==> src/rtl/spi_adc_master.sv <==
// SPI master for ADC register access: 24-bit mode-0 frames, MSB first, with
// 16-bit readback returned as {12'h000, addr, data}.
module spi_adc_master #(
    parameter int unsigned CLK_DIV = 4
) (
    input  logic        clk,
    input  logic        rst_n,
    input  logic        ctrlen,
    input  logic        rw,
    input  logic [3:0]  addr,
    input  logic [15:0] sdata,
    input  logic        spi_miso,
    output logic        spi_csb,
    output logic        spi_sclk,
    output logic        spi_mosi,
    output logic        busy,
    output logic        done,
    output logic [31:0] rdata,
    output logic        rvalid,
    output logic [2:0]  stmon
);

    typedef enum logic [2:0] {
        ST_IDLE  = 3'd0,
        ST_SETUP = 3'd1,
        ST_SHIFT = 3'd2,
        ST_HOLD  = 3'd3,
        ST_GAP   = 3'd4
    } state_t;

    localparam logic [7:0] DIV_LAST = 8'(CLK_DIV - 1);
    localparam logic [4:0] TOP_BIT  = 5'd23;

    state_t      r_state, w_state_next;
    logic [7:0]  r_div, w_div_next;
    logic [4:0]  r_bit, w_bit_next;
    logic        r_sclk, w_sclk_next;
    logic [23:0] r_shift;
    logic [15:0] r_cap;
    logic        r_rw;
    logic [3:0]  r_addr;
    logic [31:0] r_rdata;
    logic        r_done;
    logic        r_rvalid;
    logic        r_ctrlen_d;

    logic w_start, w_div_last, w_load, w_shift_en, w_capture, w_finish;

    assign w_start    = ctrlen & ~r_ctrlen_d;
    assign w_div_last = (r_div == DIV_LAST);

    always_ff @(posedge clk or negedge rst_n) begin
        if (!rst_n) r_state <= ST_IDLE;
        else        r_state <= w_state_next;
    end

    always_comb begin
        // NOTE: every output of this block gets a default first so no path can infer a latch.
        w_state_next = r_state;
        w_div_next   = w_div_last ? 8'd0 : r_div + 8'd1;
        w_bit_next   = r_bit;
        w_sclk_next  = r_sclk;
        w_load       = 1'b0;
        w_shift_en   = 1'b0;
        w_capture    = 1'b0;
        w_finish     = 1'b0;
        case (r_state)
            ST_IDLE: begin
                w_div_next = 8'd0;
                if (w_start) begin
                    w_state_next = ST_SETUP;
                    w_bit_next   = TOP_BIT;
                    w_load       = 1'b1;
                end
            end
            ST_SETUP: begin
                if (w_div_last) w_state_next = ST_SHIFT;
            end
            ST_SHIFT: begin
                if (w_div_last) begin
                    if (!r_sclk) begin
                        w_sclk_next = 1'b1;
                        w_capture   = 1'b1;
                    end else begin
                        w_sclk_next = 1'b0;
                        if (r_bit == 5'd0) begin
                            w_state_next = ST_HOLD;
                        end else begin
                            w_bit_next = r_bit - 5'd1;
                            w_shift_en = 1'b1;
                        end
                    end
                end
            end
            ST_HOLD: begin
                if (w_div_last) begin
                    w_state_next = ST_GAP;
                    w_finish     = 1'b1;
                end
            end
            ST_GAP: begin
                if (w_div_last) w_state_next = ST_IDLE;
            end
            default: w_state_next = ST_IDLE;
        endcase
    end

    // Bit 23 is presented from SETUP onward; later bits advance on each SCLK fall.
    always_ff @(posedge clk or negedge rst_n) begin
        if (!rst_n) begin
            r_div      <= 8'd0;
            r_bit      <= 5'd0;
            r_sclk     <= 1'b0;
            r_shift    <= 24'h0;
            r_cap      <= 16'h0;
            r_rw       <= 1'b0;
            r_addr     <= 4'h0;
            r_rdata    <= 32'h0;
            r_done     <= 1'b0;
            r_rvalid   <= 1'b0;
            r_ctrlen_d <= 1'b0;
        end else begin
            r_ctrlen_d <= ctrlen;
            r_div      <= w_div_next;
            r_bit      <= w_bit_next;
            r_sclk     <= w_sclk_next;
            r_done     <= w_finish;
            r_rvalid   <= w_finish & r_rw;
            if (w_load) begin
                r_shift <= {rw, 3'b000, addr, rw ? 16'h0000 : sdata};
                r_rw    <= rw;
                r_addr  <= addr;
                r_cap   <= 16'h0;
            end else if (w_shift_en) begin
                r_shift <= {r_shift[22:0], 1'b0};
            end
            if (w_capture) r_cap <= {r_cap[14:0], spi_miso};
            if (w_finish && r_rw) r_rdata <= {12'h000, r_addr, r_cap};
        end
    end

    assign spi_csb  = (r_state == ST_IDLE) || (r_state == ST_GAP);
    assign spi_sclk = r_sclk;
    assign spi_mosi = r_shift[23];
    assign busy     = (r_state != ST_IDLE);
    assign done     = r_done;
    assign rvalid   = r_rvalid;
    assign rdata    = r_rdata;
    assign stmon    = r_state;

endmodule
==> config.mk <==
export PLATFORM = sky130hd
export DESIGN_NAME = spi_adc_master
export DESIGN_NICKNAME = d
export VERILOG_FILES = /design/src/rtl/spi_adc_master.sv
export SDC_FILE = /design/constraint.sdc
export NUM_CORES = 1
export LEC_CHECK = 0
export ABC_AREA = 1
export CAP_MARGIN = 20
export CORE_UTILIZATION = 59
export CTS_BUF_LIST = sky130_fd_sc_hd__clkbuf_8
export DETAILED_ROUTE_END_ITERATION = 8
export PLACE_DENSITY_LB_ADDON = 0.25
export REMOVE_ABC_BUFFERS = 1
export SYNTH_ARGS = -nofsm -noshare
export SYNTH_HDL_FRONTEND = slang
export SYNTH_SLANG_ARGS = --single-unit
export TNS_END_PERCENT = 30
==> constraint.sdc <==
create_clock -name clk -period 4.6 [get_ports clk]
set_input_delay 0.92 -clock clk [delete_from_list [all_inputs] [get_ports clk]]
set_output_delay 0.92 -clock clk [all_outputs]
set_load 0.03 [all_outputs]
[Word level (Yosys, flattened, before mapping)]
Cells that the tools add are included.
Cells by class
  mux-type cells: 31
  $add $sub $neg: 2
  reductions and logical operators: 11
  equality and inequality tests: 13
  bitwise logic cells: 3
Operator list (number)
  16-bit 2-to-1 mux: 3
  24-bit 2-to-1 mux: 2
  3-bit 2-to-1 mux: 7
  5-bit 2-to-1 mux: 4
  8-bit 2-to-1 mux: 2
  2-bit != test (second input constant): 8
  3-bit one-hot mux with 5 select lines: 1
  1-bit 2-to-1 mux: 11
  5-bit one-hot mux with 2 select lines: 1
  8-bit by 1-bit adder with 8-bit output (second input constant): 1
  8-bit by 2-bit == test with 1-bit output (second input constant): 1
  7-bit AND reduction: 1
  3-bit by 2-bit == test with 1-bit output (second input constant): 2
  2-bit nonzero test: 3
  5-bit logical NOT: 1
  5-bit AND reduction: 1
  5-bit by 1-bit subtractor with 5-bit output (second input constant): 1
  3-bit by 1-bit == test with 1-bit output (second input constant): 1
  3-bit == test (second input constant): 1
  3-bit logical NOT: 1
  3-bit nonzero test: 1
  1-bit bitwise AND: 2
  2-bit AND reduction: 1
  1-bit logical AND: 1
  other kinds (2): 2
Word-level totals
  register bits: 85
  bits of input ports: 25
  word-level logic and storage cells: 72
  output and inout port bits: 41

[Depth between registers and ports, before layout]
Gate-level depths: netlist of run 1.
  depth after elaboration: 7
  gate-level depth with buffers: 9

[Worst setup path after synthesis of run 1]
No wires, ideal clock.
  kind: flip-flop to output port
  from: register r_state[1] (netlist: stmon[1])
  to: output port spi_csb
  arrival time: 1103 ps
  setup slack: 2577 ps
  required time: 3680 ps
  cell stages (with the launch flop): 2
  cell sequence: dfrtp_1 > nor2_1
On the way
  cells in the longest elaborated chain, start to end: 2
  elaborated cells on any way between the ends: 3
  classes of those cells: eq/ne (1); reduce/logical (2)
Ends and longest elaborated chain
  start: declaration: line 34  | state_t r_state, w_state_next;
  start signal: assignment: line 54  | else r_state <= w_state_next;
  3-bit == test / 3-bit logical NOT (equally long branches): line 142  | assign spi_csb = (r_state == ST_IDLE) || (r_state == ST_GAP);
  1-bit logical OR *: line 142
  end: declaration: line 13  | output logic spi_csb,
Mark *: on every way between the ends. The rest lies on a longest branch, timed or not.

[Worst setup path in the final report of run 1]
  from: register r_state[2] (netlist: stmon[2])
  to: output port busy
On the way
  cells in the longest elaborated chain, start to end: 1
Ends and longest elaborated chain
  3-bit nonzero test: line 145  | assign busy = (r_state != ST_IDLE);
  end: declaration: line 16  | output logic busy,
No other way between the ends.

==> run metrics, run 1 <==
outcome=finished, violations left; failing checks=DRC; Max Clock Freq=0.368 GHz; register area share after synthesis=53.7%; worst reg-to-reg setup slack=2.43 ns; Slew @ Worst Pin=0.539 ns; final wirelength=7320 um; Pre-antenna DRT Iters=6; met3 WL=300 um; Post-CTS Resized=0; Finish-stage setup viols=0; Synth Flop Type=dfrtp_1; Crit path largest cell delay=0.62 ns; Fin Setup TNS=0 ns; Area Overhead vs Synth=17.7%; Skew-Pair Late Insertion Delay=0.35 ns; total power=0.00262 W; pin count of the biggest net entering global routing=86; root buffer cell=clkbuf_8; met2 routed WL=3690 um; Seq. cell area=2130 um2; Multi-input gate area=1430 um2; VDD IR max=0.384 mV; FFs w/ async S/R, synth=100%; Slew headroom=63.8%; CTS tree=yes; Placed Instance Area=4430 um2; CP Class=reg2out; post-CTS setup buffer count=0; dominant cells by area after synthesis=dfrtp_1 54%, nand2_1 9.7%, nand3_1 5.7%; cts hold-fix bufs=0; Met1 Wirelength=3250 um; DIE AREA=7050 um2; Max FO, Critical Path=6; synthesized flop and latch total=85; max-slew violations=0; I/O Buffers=53; initial antenna violation count=0; WP buf/inv=1; starting density of the core=61.7%; H-tree depth=3; slowest CP cell=clkdlybuf4s50_1; Mapped Cells=453; grt ovf=0; CTS max path bufs=2; leakage=2.25 nW; Post-Syn Area=3960 um2; core box area=6420 um2; area share of the largest cell type after synthesis=53.7%; CP cell instances=nor2_4 > nand2_4 > clkdlybuf4s50_1; IO Count=66; fillers=509; startpoint types=flip-flop; std cell rows=29; DP HPWL=4980 um; Final Hold Viols=0; CP delay by family, top=buffers and inverters; Yosys top cell by area=dfrtp_1; share of layout cells above drive strength 1=8.28%; Worst Clk Skew=0.0106 ns; Power Dens Cells=563 nW/um2; post-route clock period utilization=59.1%; Chip Width=83.9 um; Synth Area per Inst=8.74 um2; number of synthesized flops with an enable pin=0; NumNets Final=529; DR WL/cell=12.5 um; min Tclk post-route=2.72 ns; Finished Cell Area=4660 um2; Required @ worst endpoint=3.68 ns; first-pass GRT wire length=12400 um; RSZ-0062 raised after global routing=false; post-synth cell types=33; ANT cells=0; Setup crit end kind=output port; yosys warns=0; DRC viols=7; initial drt markers=194; max_cap viols=0; number of global-route vias before repair=2804; Top Layer Used=met4; Inserted Clock Buffers=9; global placement routability congestion=0.835; Worst-path clk slew=0.09 ns; WP data arrival=1.80 ns; Detail Route Antenna Nets=0; routed vias=3106; die height=83.9 um; worst min path class=in2async; Overall Global Routing Usage=22.4%; vias per cell=5.32; post-layout util=72.6%; CTS Sinks=85
[layout make-up]
cell class,instances,share of cell area [%]
Multi-Input combinational cell,290,30.8
Clock inverter,7,1.69
Inverter,61,5.13
Clock buffer,9,2.66
Tap cell,77,2.07
Sequential cell,85,45.6
Timing Repair Buffer,55,12.1
[cells in the mapped netlist (4+ instances only)]
master,number
dfrtp_1,85
nand2_2,4
nor2_1,33
o21ai_0,23
o22ai_1,16
nand3_1,45
buf_4,13
inv_1,55
nand4_1,9
buf_2,9
o21ai_1,20
nand2_1,102
buf_6,5
[state kept, by name, summed over array words and instances (netlist names), 3 cells and up]
| register | count |
|---|---|
| r_div | 8 |
| r_cap | 16 |
| r_shift | 24 |
| r_bit | 5 |
| rdata | 20 |
| stmon | 3 |
| r_addr | 4 |
[worst paths after layout]
kind | from | to | cells past startpoint
min in group clk | r_div[0] | r_div[0] | 1
max | stmon[2] | busy | 3
max reg2reg | r_bit[1] | r_shift[5] | 7
min reg2reg | r_div[0] | r_div[0] | 1
max in group asynchronous | rst_n | r_shift[13] | 2
min | rst_n | rdata[7] | 1
[report_power, final]
group          internal [W]  switching, W
combinational      0.000351      0.000691
clock              0.000256      0.000276
sequential         0.000942      0.000109
[cells by family (layout without fill, tap and decap cells)]
kind of cell	count (synthesis)	in the layout	synth area share [%]
flip-flops	85	85	53.7
other	1	12	0.0947
adder cells (fa/ha/maj)	2	2	0.632
buffers and inverters	89	132	11.1
XOR/XNOR	3	3	0.663
AO/OA/AOI/OAI	62	62	8.43
AND/OR/NAND/NOR	211	211	25.3
[metal layers]
metal / vias to the layer above / global-route usage, %
met4: 0 / 10.0
met5: - / 0
met1: 1488 / 28.6
met2: 80 / 37.0
li1: 1530 / -
met3: 8 / 4.45
[metrics by stage]
| stage | hold slack (ns) | setup slack [ns] | cells |
|---|---|---|---|
| floorplan | 0.431 | 2.58 | 436 |
| global placement | 0.449 | 1.98 | 567 |
| detailed placement | 0.458 | 1.89 | 567 |
| CTS | 0.470 | 1.87 | 583 |
| global route | 0.356 | 1.82 | 584 |
| finish | 0.389 | 1.88 | 584 |
[worst register-to-register path, stage by stage (launching register included)]
cell and delay, ns:
dfrtp_1 0.37, inv_1 0.11, ha_1 0.21, nand4_2 0.19, nand2_2 0.29, clkinv_1 0.53, nand3_1 0.26, nand3_1 0.10
[cells in the final DEF, fill, tap and decap left out, types with 3 or more instances in the layout]
| master | n |
|---|---|
| nand2_4 | 3 |
| o22ai_1 | 16 |
| o21ai_0 | 23 |
| nand4_1 | 9 |
| clkbuf_8 | 9 |
| clkinvlp_4 | 3 |
| dfrtp_1 | 85 |
| xor2_1 | 3 |
| nand3_1 | 45 |
| o21ai_1 | 20 |
| clkdlybuf4s50_1 | 52 |
| nor2_1 | 33 |
| inv_6 | 3 |
| nand2_2 | 4 |
| nor2_2 | 3 |
| nor3_1 | 3 |
| nand2_1 | 102 |
| inv_1 | 55 |
| conb_1 | 12 |
Power figures use the tool's default switching activity.
==> run 2, diff against run 1 <==
--- a/config.mk
+++ b/config.mk
@@ -7,7 +7,7 @@
 export LEC_CHECK = 0
 export ABC_AREA = 1
 export CAP_MARGIN = 20
-export CORE_UTILIZATION = 59
+export CORE_UTILIZATION = 55
 export CTS_BUF_LIST = sky130_fd_sc_hd__clkbuf_8
 export DETAILED_ROUTE_END_ITERATION = 8
 export PLACE_DENSITY_LB_ADDON = 0.25
==> constraint.sdc (replaced) <==
create_clock -name clk -period 2.6 [get_ports clk]
set_input_delay 0.52 -clock clk [delete_from_list [all_inputs] [get_ports clk]]
set_output_delay 0.52 -clock clk [all_outputs]
set_load 0.03 [all_outputs]
==> run metrics, run 2 (synthesized netlist as in run 1, its figures left out) <==
DRC viols=0 (-7); Worst Clk Skew=0.0109 ns (+0.000285 ns); leakage=2.25 nW (+0.20%); Detail Route Antenna Nets=0 (unchanged); VDD IR max=0.630 mV (+64%); final wirelength=7630 um (+4.3%); ANT cells=0 (unchanged); Slew headroom=66.3% (+2.5 points); global placement routability congestion=0.806 (-3.5%); std cell rows=30 (+3.4%); I/O Buffers=53 (unchanged); DR WL/cell=12.6 um (+0.33%); max FFs per register=24 (unchanged); Finish-stage setup viols=0 (unchanged); CP cell instances=nor2_1 > clkdlybuf4s50_1; die height=86.9 um (+3.5%); H-tree depth=3 (unchanged); first-pass GRT wire length=13300 um (+7.0%); CP Class=reg2out; Power Dens Cells=982 nW/um2 (+74%); slowest CP cell=clkdlybuf4s50_1; Setup crit end kind=output port; DP HPWL=5430 um (+9.1%); Chip Width=86.9 um (+3.5%); pin count of the biggest net entering global routing=32 (-63%); post-layout util=68.0% (-4.6 points); max_cap viols=0 (unchanged); Max Clock Freq=0.432 GHz; Crit path largest cell delay=0.72 ns (+0.10 ns); Overall Global Routing Usage=23.1% (+0.71 points); NumNets Final=533 (+0.76%); Post-CTS Resized=0 (unchanged); worst min path class=in2async; starting density of the core=57.7% (-4.0 points); DIE AREA=7550 um2 (+7.1%); post-route clock period utilization=89.0%; commonest non-fill, non-tap cells in the layout=102 x nand2_1, 85 x dfrtp_1, 55 x inv_1; share of layout cells above drive strength 1=9.00% (+0.72 points); max-slew violations=0 (unchanged); min Tclk post-route=2.31 ns; RSZ-0062 raised after global routing=false; vias per cell=5.00 (-6.0%); Top reg by flops=r_shift; Area Overhead vs Synth=17.8%; startpoint types=flip-flop; Required @ worst endpoint=2.08 ns (-1.60 ns); cts hold-fix bufs=0 (unchanged); commonest non-fill, non-tap cell in the layout=nand2_1; WP data arrival=1.79 ns (about the same); number of global-route vias before repair=2896 (+3.3%); WP buf/inv=1 (unchanged); Final Hold Viols=0 (unchanged); core box area=6870 um2 (+7.0%); initial antenna violation count=0 (unchanged); Skew-Pair Late Insertion Delay=0.36 ns (about the same); outcome=completed; CTS tree=yes; post-CTS setup buffer count=0 (unchanged); initial drt markers=143 (-26%); Pre-antenna DRT Iters=5 (-1); CTS Sinks=85 (unchanged); Slew @ Worst Pin=0.502 ns (-0.0372 ns); grt ovf=0 (unchanged); Max FO, Critical Path=7 (+1); Fin Setup TNS=0 ns (unchanged); routed vias=3036 (-2.3%); Inserted Clock Buffers=9 (unchanged); CP delay by family, top=buffers and inverters; root buffer cell=clkbuf_8; Worst-path clk slew=0.09 ns (about the same); IO Count=66 (unchanged); CTS max path bufs=2 (unchanged)
[run 2: routing by layer]
metal | vias to the layer above | global-route usage [%] | wire length, um
li1 | 1537 | - | -
met2 | 71 | 37.4 | 3700
met4 | 0 | 8.94 | 119
met3 | 11 | 4.93 | 274
met5 | - | 0 | 0
met1 | 1417 | 30.5 | 3530
[run 2: final cells by class]
cell class                 count  area (um2)
inverter                      61         239
fill                         586        2200
tap                           96         120
sequential                    85        2130
clock inverter                 7        51.3
multi-input combinational    290        1430
clock buffer                   9         124
timing repair buffer          59         573
[run 2: path summary, 6_finish.rpt]
path                           from     endpoint  slack (ns)  cells past startpoint
setup / recovery           stmon[1]      spi_csb        0.29                      2
hold reg to reg            r_div[0]     r_div[0]        0.47                      1
max in group asynchronous     rst_n     stmon[0]        1.96                      2
min in group clk           r_div[0]     r_div[0]        0.47                      1
hold / removal                rst_n     r_cap[6]        0.04                      1
setup reg to reg           r_bit[1]  r_shift[20]        0.47                      7
[run 2: power by group]
group	switching, W	internal, W	total [W]
clock network	0.000495	0.000350	0.000844
registers	0.000182	0.00167	0.00185
logic	0.00125	0.000643	0.00189
[run 2: through the flow]
step / hold slack, ns / std cells / area (um2) / power [W] / setup slack, ns
after floorplan: 0.224 / 436 / 3800 / 0.00315 / 0.682
after global placement: 0.433 / 591 / 4490 / 0.00369 / 0.538
after detailed placement: 0.437 / 591 / 4490 / 0.00376 / 0.513
after CTS: 0.0522 / 607 / 4670 / 0.00461 / 0.276
after global routing: 0.0545 / 607 / 4670 / 0.00494 / 0.189
final: 0.0412 / 607 / 4670 / 0.00458 / 0.287
==> run 3, diff against run 2 <==
--- a/config.mk
+++ b/config.mk
@@ -6,6 +6,7 @@
 export NUM_CORES = 1
 export LEC_CHECK = 0
 export ABC_AREA = 1
+export ABC_CLOCK_PERIOD_IN_PS = 2600
 export CAP_MARGIN = 20
 export CORE_UTILIZATION = 55
 export CTS_BUF_LIST = sky130_fd_sc_hd__clkbuf_8
==> results of run 3 <==
The final DEF is identical to that of run 2; final timing and power are the same.
